**config.mk**
```make
export PLATFORM = sky130hd
export DESIGN_NAME = pad_ring_ctrl
export DESIGN_NICKNAME = d
export VERILOG_FILES = /design/src/rtl/pad_ring_ctrl.sv
export SDC_FILE = /design/constraint.sdc
export NUM_CORES = 1
export LEC_CHECK = 0
export ABC_AREA = 1
export BUFFER_PORTS_ARGS = -buffer_cell sky130_fd_sc_hd__buf_4
export CORE_MARGIN = 1
export CORE_UTILIZATION = 26
export DETAILED_ROUTE_END_ITERATION = 16
export PLACE_DENSITY_LB_ADDON = 0.25
export SYNTH_ARGS = -nofsm -noshare
export SYNTH_HDL_FRONTEND = slang
export SYNTH_SLANG_ARGS = --single-unit
```
**constraint.sdc**
```tcl
create_clock -name clk -period 1.6 [get_ports clk]
set_input_delay 0.32 -clock clk [delete_from_list [all_inputs] [get_ports clk]]
set_output_delay 0.32 -clock clk [all_outputs]
set_load 0.05 [all_outputs]
```
**src/rtl/pad_ring_ctrl.sv**
```systemverilog
// rtl/pad_ring_ctrl.sv - pad-ring control: input sync, debounce filter, edge/irq status, output drive
module pad_ring_ctrl #(
  parameter int                 NUM_CH      = 8,
  parameter int                 SYNC_STAGES = 2,
  parameter int                 FILT_W      = 8,
  parameter logic [NUM_CH-1:0]  IN_RST_VAL  = '0
) (
  input  logic              clk,
  input  logic              rst_n,
  input  logic              testmode_i,
  input  logic [NUM_CH-1:0] pad_in_i,
  output logic [NUM_CH-1:0] pad_out_o,
  output logic [NUM_CH-1:0] pad_oe_o,
  input  logic [NUM_CH-1:0] core_out_i,
  input  logic [NUM_CH-1:0] core_oe_i,
  input  logic [FILT_W-1:0] filt_len_i,
  output logic [NUM_CH-1:0] core_in_o,
  output logic [NUM_CH-1:0] rise_o,
  output logic [NUM_CH-1:0] fall_o,
  input  logic [NUM_CH-1:0] evt_clr_i,
  input  logic [NUM_CH-1:0] irq_mask_i,
  output logic [NUM_CH-1:0] evt_sts_o,
  output logic              irq_o
);

  logic [NUM_CH-1:0] sync_q [SYNC_STAGES];
  logic [FILT_W-1:0] cnt    [NUM_CH];
  logic [NUM_CH-1:0] filt_d;
  logic [NUM_CH-1:0] sync;

  assign sync = sync_q[SYNC_STAGES-1];

  always_ff @(posedge clk or negedge rst_n) begin
    if (!rst_n) begin
      pad_out_o <= '0;
      pad_oe_o  <= '0;
    end else begin
      pad_out_o <= core_out_i;
      pad_oe_o  <= core_oe_i & ~{NUM_CH{testmode_i}};
    end
  end

  always_ff @(posedge clk or negedge rst_n) begin
    if (!rst_n) begin
      for (int s = 0; s < SYNC_STAGES; s++) sync_q[s] <= IN_RST_VAL;
    end else begin
      sync_q[0] <= pad_in_i;
      for (int s = 1; s < SYNC_STAGES; s++) sync_q[s] <= sync_q[s-1];
    end
  end

  // Counter only advances while sync disagrees with the filtered value; any agreement restarts it.
  always_ff @(posedge clk or negedge rst_n) begin
    if (!rst_n) begin
      core_in_o <= IN_RST_VAL;
      for (int i = 0; i < NUM_CH; i++) cnt[i] <= '0;
    end else begin
      for (int i = 0; i < NUM_CH; i++) begin
        if (testmode_i) begin
          core_in_o[i] <= sync[i];
          cnt[i]       <= '0;
        end else if (sync[i] == core_in_o[i]) begin
          cnt[i] <= '0;
        end else if (cnt[i] >= filt_len_i) begin
          core_in_o[i] <= sync[i];
          cnt[i]       <= '0;
        end else begin
          cnt[i] <= cnt[i] + FILT_W'(1);
        end
      end
    end
  end

  // filt_d resets to the same value as core_in_o so leaving reset never looks like an edge.
  always_ff @(posedge clk or negedge rst_n) begin
    if (!rst_n) begin
      filt_d    <= IN_RST_VAL;
      rise_o    <= '0;
      fall_o    <= '0;
      evt_sts_o <= '0;
      irq_o     <= 1'b0;
    end else begin
      filt_d    <= core_in_o;
      rise_o    <= core_in_o & ~filt_d;
      fall_o    <= ~core_in_o & filt_d;
      evt_sts_o <= (evt_sts_o & ~evt_clr_i) | rise_o | fall_o;
      irq_o     <= |(evt_sts_o & irq_mask_i);
    end
  end

endmodule
```
==> summary.txt <==
Multi-input logic area: 3090 um^2
CTS max path bufs: 2
Pint: 6.68 mW
Layout cells sized above 1: 21.7%
Met3 Use GR: 3.16%
Outcome: completed
IO Pins: 100
Crit path time final: 1.48 ns
Total track usage: 11.8%
Clock share of power: 44.0%
# port buffers: 99
Clk_skew: 0.00744 ns
Crit path max fanout: 5
Drt total wl: 14700 um
TritonCTS clock tree: done
Final Util: 35.8%
Clock latency on the worst-skew pair: 0.42 ns
CP required: 1.28 ns
GP Congestion: 0.735
Seq. cell area: 3430 um^2
Net Sw Frac: 28.4%
R2r setup slk: 0.13 ns
Finished Cell Area: 9310 um^2
Max Cap Viol: 0
Post-synthesis register bit count: 137
Starting DRT DRC Count: 195
Final Hold Vio Count: 0
F_max: 676 MHz
Core ar.: 26000 um^2
Final setup viols: 0
Die Y: 164 um
Placed Area: 8420 um^2
Initial antenna violation count: 0
Met1 usage: 14.9%
CP Data Arrival Time: 1.16 ns
DR DRC count: 0
Crit end category: output pin
Rel. slew slack: 77.6%
Combinational Power Share: 15.6%
Most used DFF post-synth: dfrtp_1
Most used routing layer: met2
Global route overflow: 0
P_sw: 2.65 mW
TritonCTS buffer count: 17
Fillers: 2648
Startpoint class of the critical path: register
Total power: 9.33 mW
Slew @ Worst Pin: 0.335 ns
Clock sink total: 137
Via count: 5153
Post-synthesis instance total: 757
Area Growth Syn to Fin: 35.8%
Die ar.: 27000 um^2
Fin Hold WS: 0.0755 ns
Final WS setup: 0.121 ns
Pleak: 4.74 nW
Slew Limit Fails: 0
TritonRoute pass-1 iters: 4
Vias per Instance: 4.01
Worst reg-to-reg path cell count: 10
Critical path class: reg -> out
Vias in the first global route: 5017
Yosys top cell area share: 50.0%
Mean Syn Cell Area: 9.05 um^2
Hold WC Path Type: in -> reg
Crit share post-route: 92.4%
Pin count of the biggest net entering global routing: 55
Clk slew on worst S/H paths: 0.06 ns
Ranking of synthesized cells by area: dfrtp_1 50%, ha_1 13%, nand2_1 9.0%, nor2_1 8.1%, inv_1 5.6%
Syn Nets: 880
EDFF count, synth: 0
WL per Instance: 11.4 um
Initial Utilization: 26.4%
RSZ-0062 raised after global routing: false
Netlist Area Pre-Place: 6850 um^2
Post-route ant nets: 0
Global-route wire length before repair: 24400 um
Site Rows: 59
Leading area contributor after synthesis: dfrtp_1
Commonest cells post-synth: 164 x nand2_1, 147 x nor2_1, 137 x dfrtp_1
Post-synthesis cell type count: 23
Syn. warnings: 0
Die W: 164 um
P per Cell Area: 1000 nW/um^2
Share of the yosys chip area belonging to registers: 50.0%
Dpl hpwl: 10600 um
Flop pwr share: 40.5%
Most common cell in the netlist: nand2_1
Peak VDD IR: 0.498 mV
M2 GR Usage: 19.5%
Post-synth ARST share: 100%
Antenna diode count: 0
CTS H-tree depth: 4
Nets: 1059
Hold Crit Depth: 2
Place WS: -0.204 ns
Clk root buf: clkbuf_16
[metrics by stage]
step,setup TNS (ns),instances
after floorplan,0,757
after global placement,-7.48,1231
after detailed placement,-8.46,1231
after CTS,0,1280
after global routing,0,1284
final,0,1284
[path summary, 6_finish.rpt]
kind / startpoint / end
min in group asynchronous: rst_n / evt_sts_o[6]$_DFF_PN0_
min: evt_clr_i[6] / evt_sts_o[6]$_DFF_PN0_
max reg2reg: cnt[10]$_DFF_PN0_ / core_in_o[6]$_DFFE_PN0P_
max: core_in_o[1]$_DFFE_PN0P_ / core_in_o[1]
max in group asynchronous: rst_n / cnt[21]$_DFF_PN0_
min reg2reg: sync_q[12]$_DFF_PN0_ / sync[4]$_DFF_PN0_
[cell usage in the layout (no fill, tap or decap), types with 2 or more instances in the layout]
master,n
nand2_1,159
nor2_1,145
dfrtp_1,137
buf_4,135
inv_1,101
ha_1,71
xor2_1,32
nand3_1,20
clkbuf_16,17
dlygate4sd3_1,17
xnor2_1,16
o21ai_0,12
a21oi_1,10
nor2_2,9
buf_12,9
nand3b_1,8
nand2_2,7
nand4_1,7
nor2_4,4
nand3_4,4
clkinv_4,4
nand3_2,3
a22o_1,3
o21ai_1,3
clkinv_2,3
bufinv_16,3
inv_6,2
clkinvlp_4,2
[sequential cells by signal (all words and copies together) (netlist names), 8 cells and up]
signal	flops
cnt	64
core_in_o	8
evt_sts_o	8
fall_o	8
filt_d	8
pad_oe_o	8
pad_out_o	8
rise_o	8
sync	8
sync_q	8
[power groups by stage]
stage	Combinational [mW]	Clock, mW	Sequential, mW
3_3_place_gp	1.40	0	3.84
4_1_cts	1.46	4.25	3.78
2_1_floorplan	0.433	0	4.22
6_report	1.46	4.10	3.78
3_5_place_dp	1.42	0	3.84
5_1_grt	1.62	4.40	3.80
[what timing repair did]
item / 4_1_cts / 5_1_grt
endpoints found under the hold margin: 33 / 0
pin swaps: 0 / 6
setup buffers: 0 / 4
endpoints found under the setup margin: 1 / 43
resized for setup: 1 / 17
hold buffers: 17 / 0
[worst max-delay path, stage by stage (launching register included)]
cell and delay, ns:
dfrtp_1 0.40, buf_4 0.16, buf_4 0.18
[layout make-up]
| type | count | share of cell area (%) |
|---|---|---|
| Multi-Input combinational cell | 516 | 33.2 |
| Timing Repair Buffer | 162 | 14.8 |
| Clock buffer | 18 | 4.72 |
| Tap cell | 335 | 4.50 |
| Sequential cell | 137 | 36.8 |
| Inverter | 102 | 4.11 |
| Clock inverter | 14 | 1.86 |
[metal layers]
metal | wire [um] | up-vias | share of wire (%)
met4 | 169 | 0 | 1.2
li1 | - | 2717 | -
met5 | 0 | - | 0
met3 | 592 | 13 | 4.0
met2 | 6820 | 80 | 47
met1 | 7070 | 2343 | 48
[cell families (layout without fill, tap and decap cells)]
| kind of cell | after synthesis | count (layout) | synth area share, % |
|---|---|---|---|
| AO/OA/AOI/OAI | 28 | 28 | 2.21 |
| XOR/XNOR | 48 | 48 | 6.13 |
| adder cells (fa/ha/maj) | 72 | 72 | 13.1 |
| buffers and inverters | 104 | 296 | 6.04 |
| flip-flops | 137 | 137 | 50.0 |
| AND/OR/NAND/NOR | 368 | 368 | 22.4 |
Note: power is estimated with default switching activity, not from simulation.
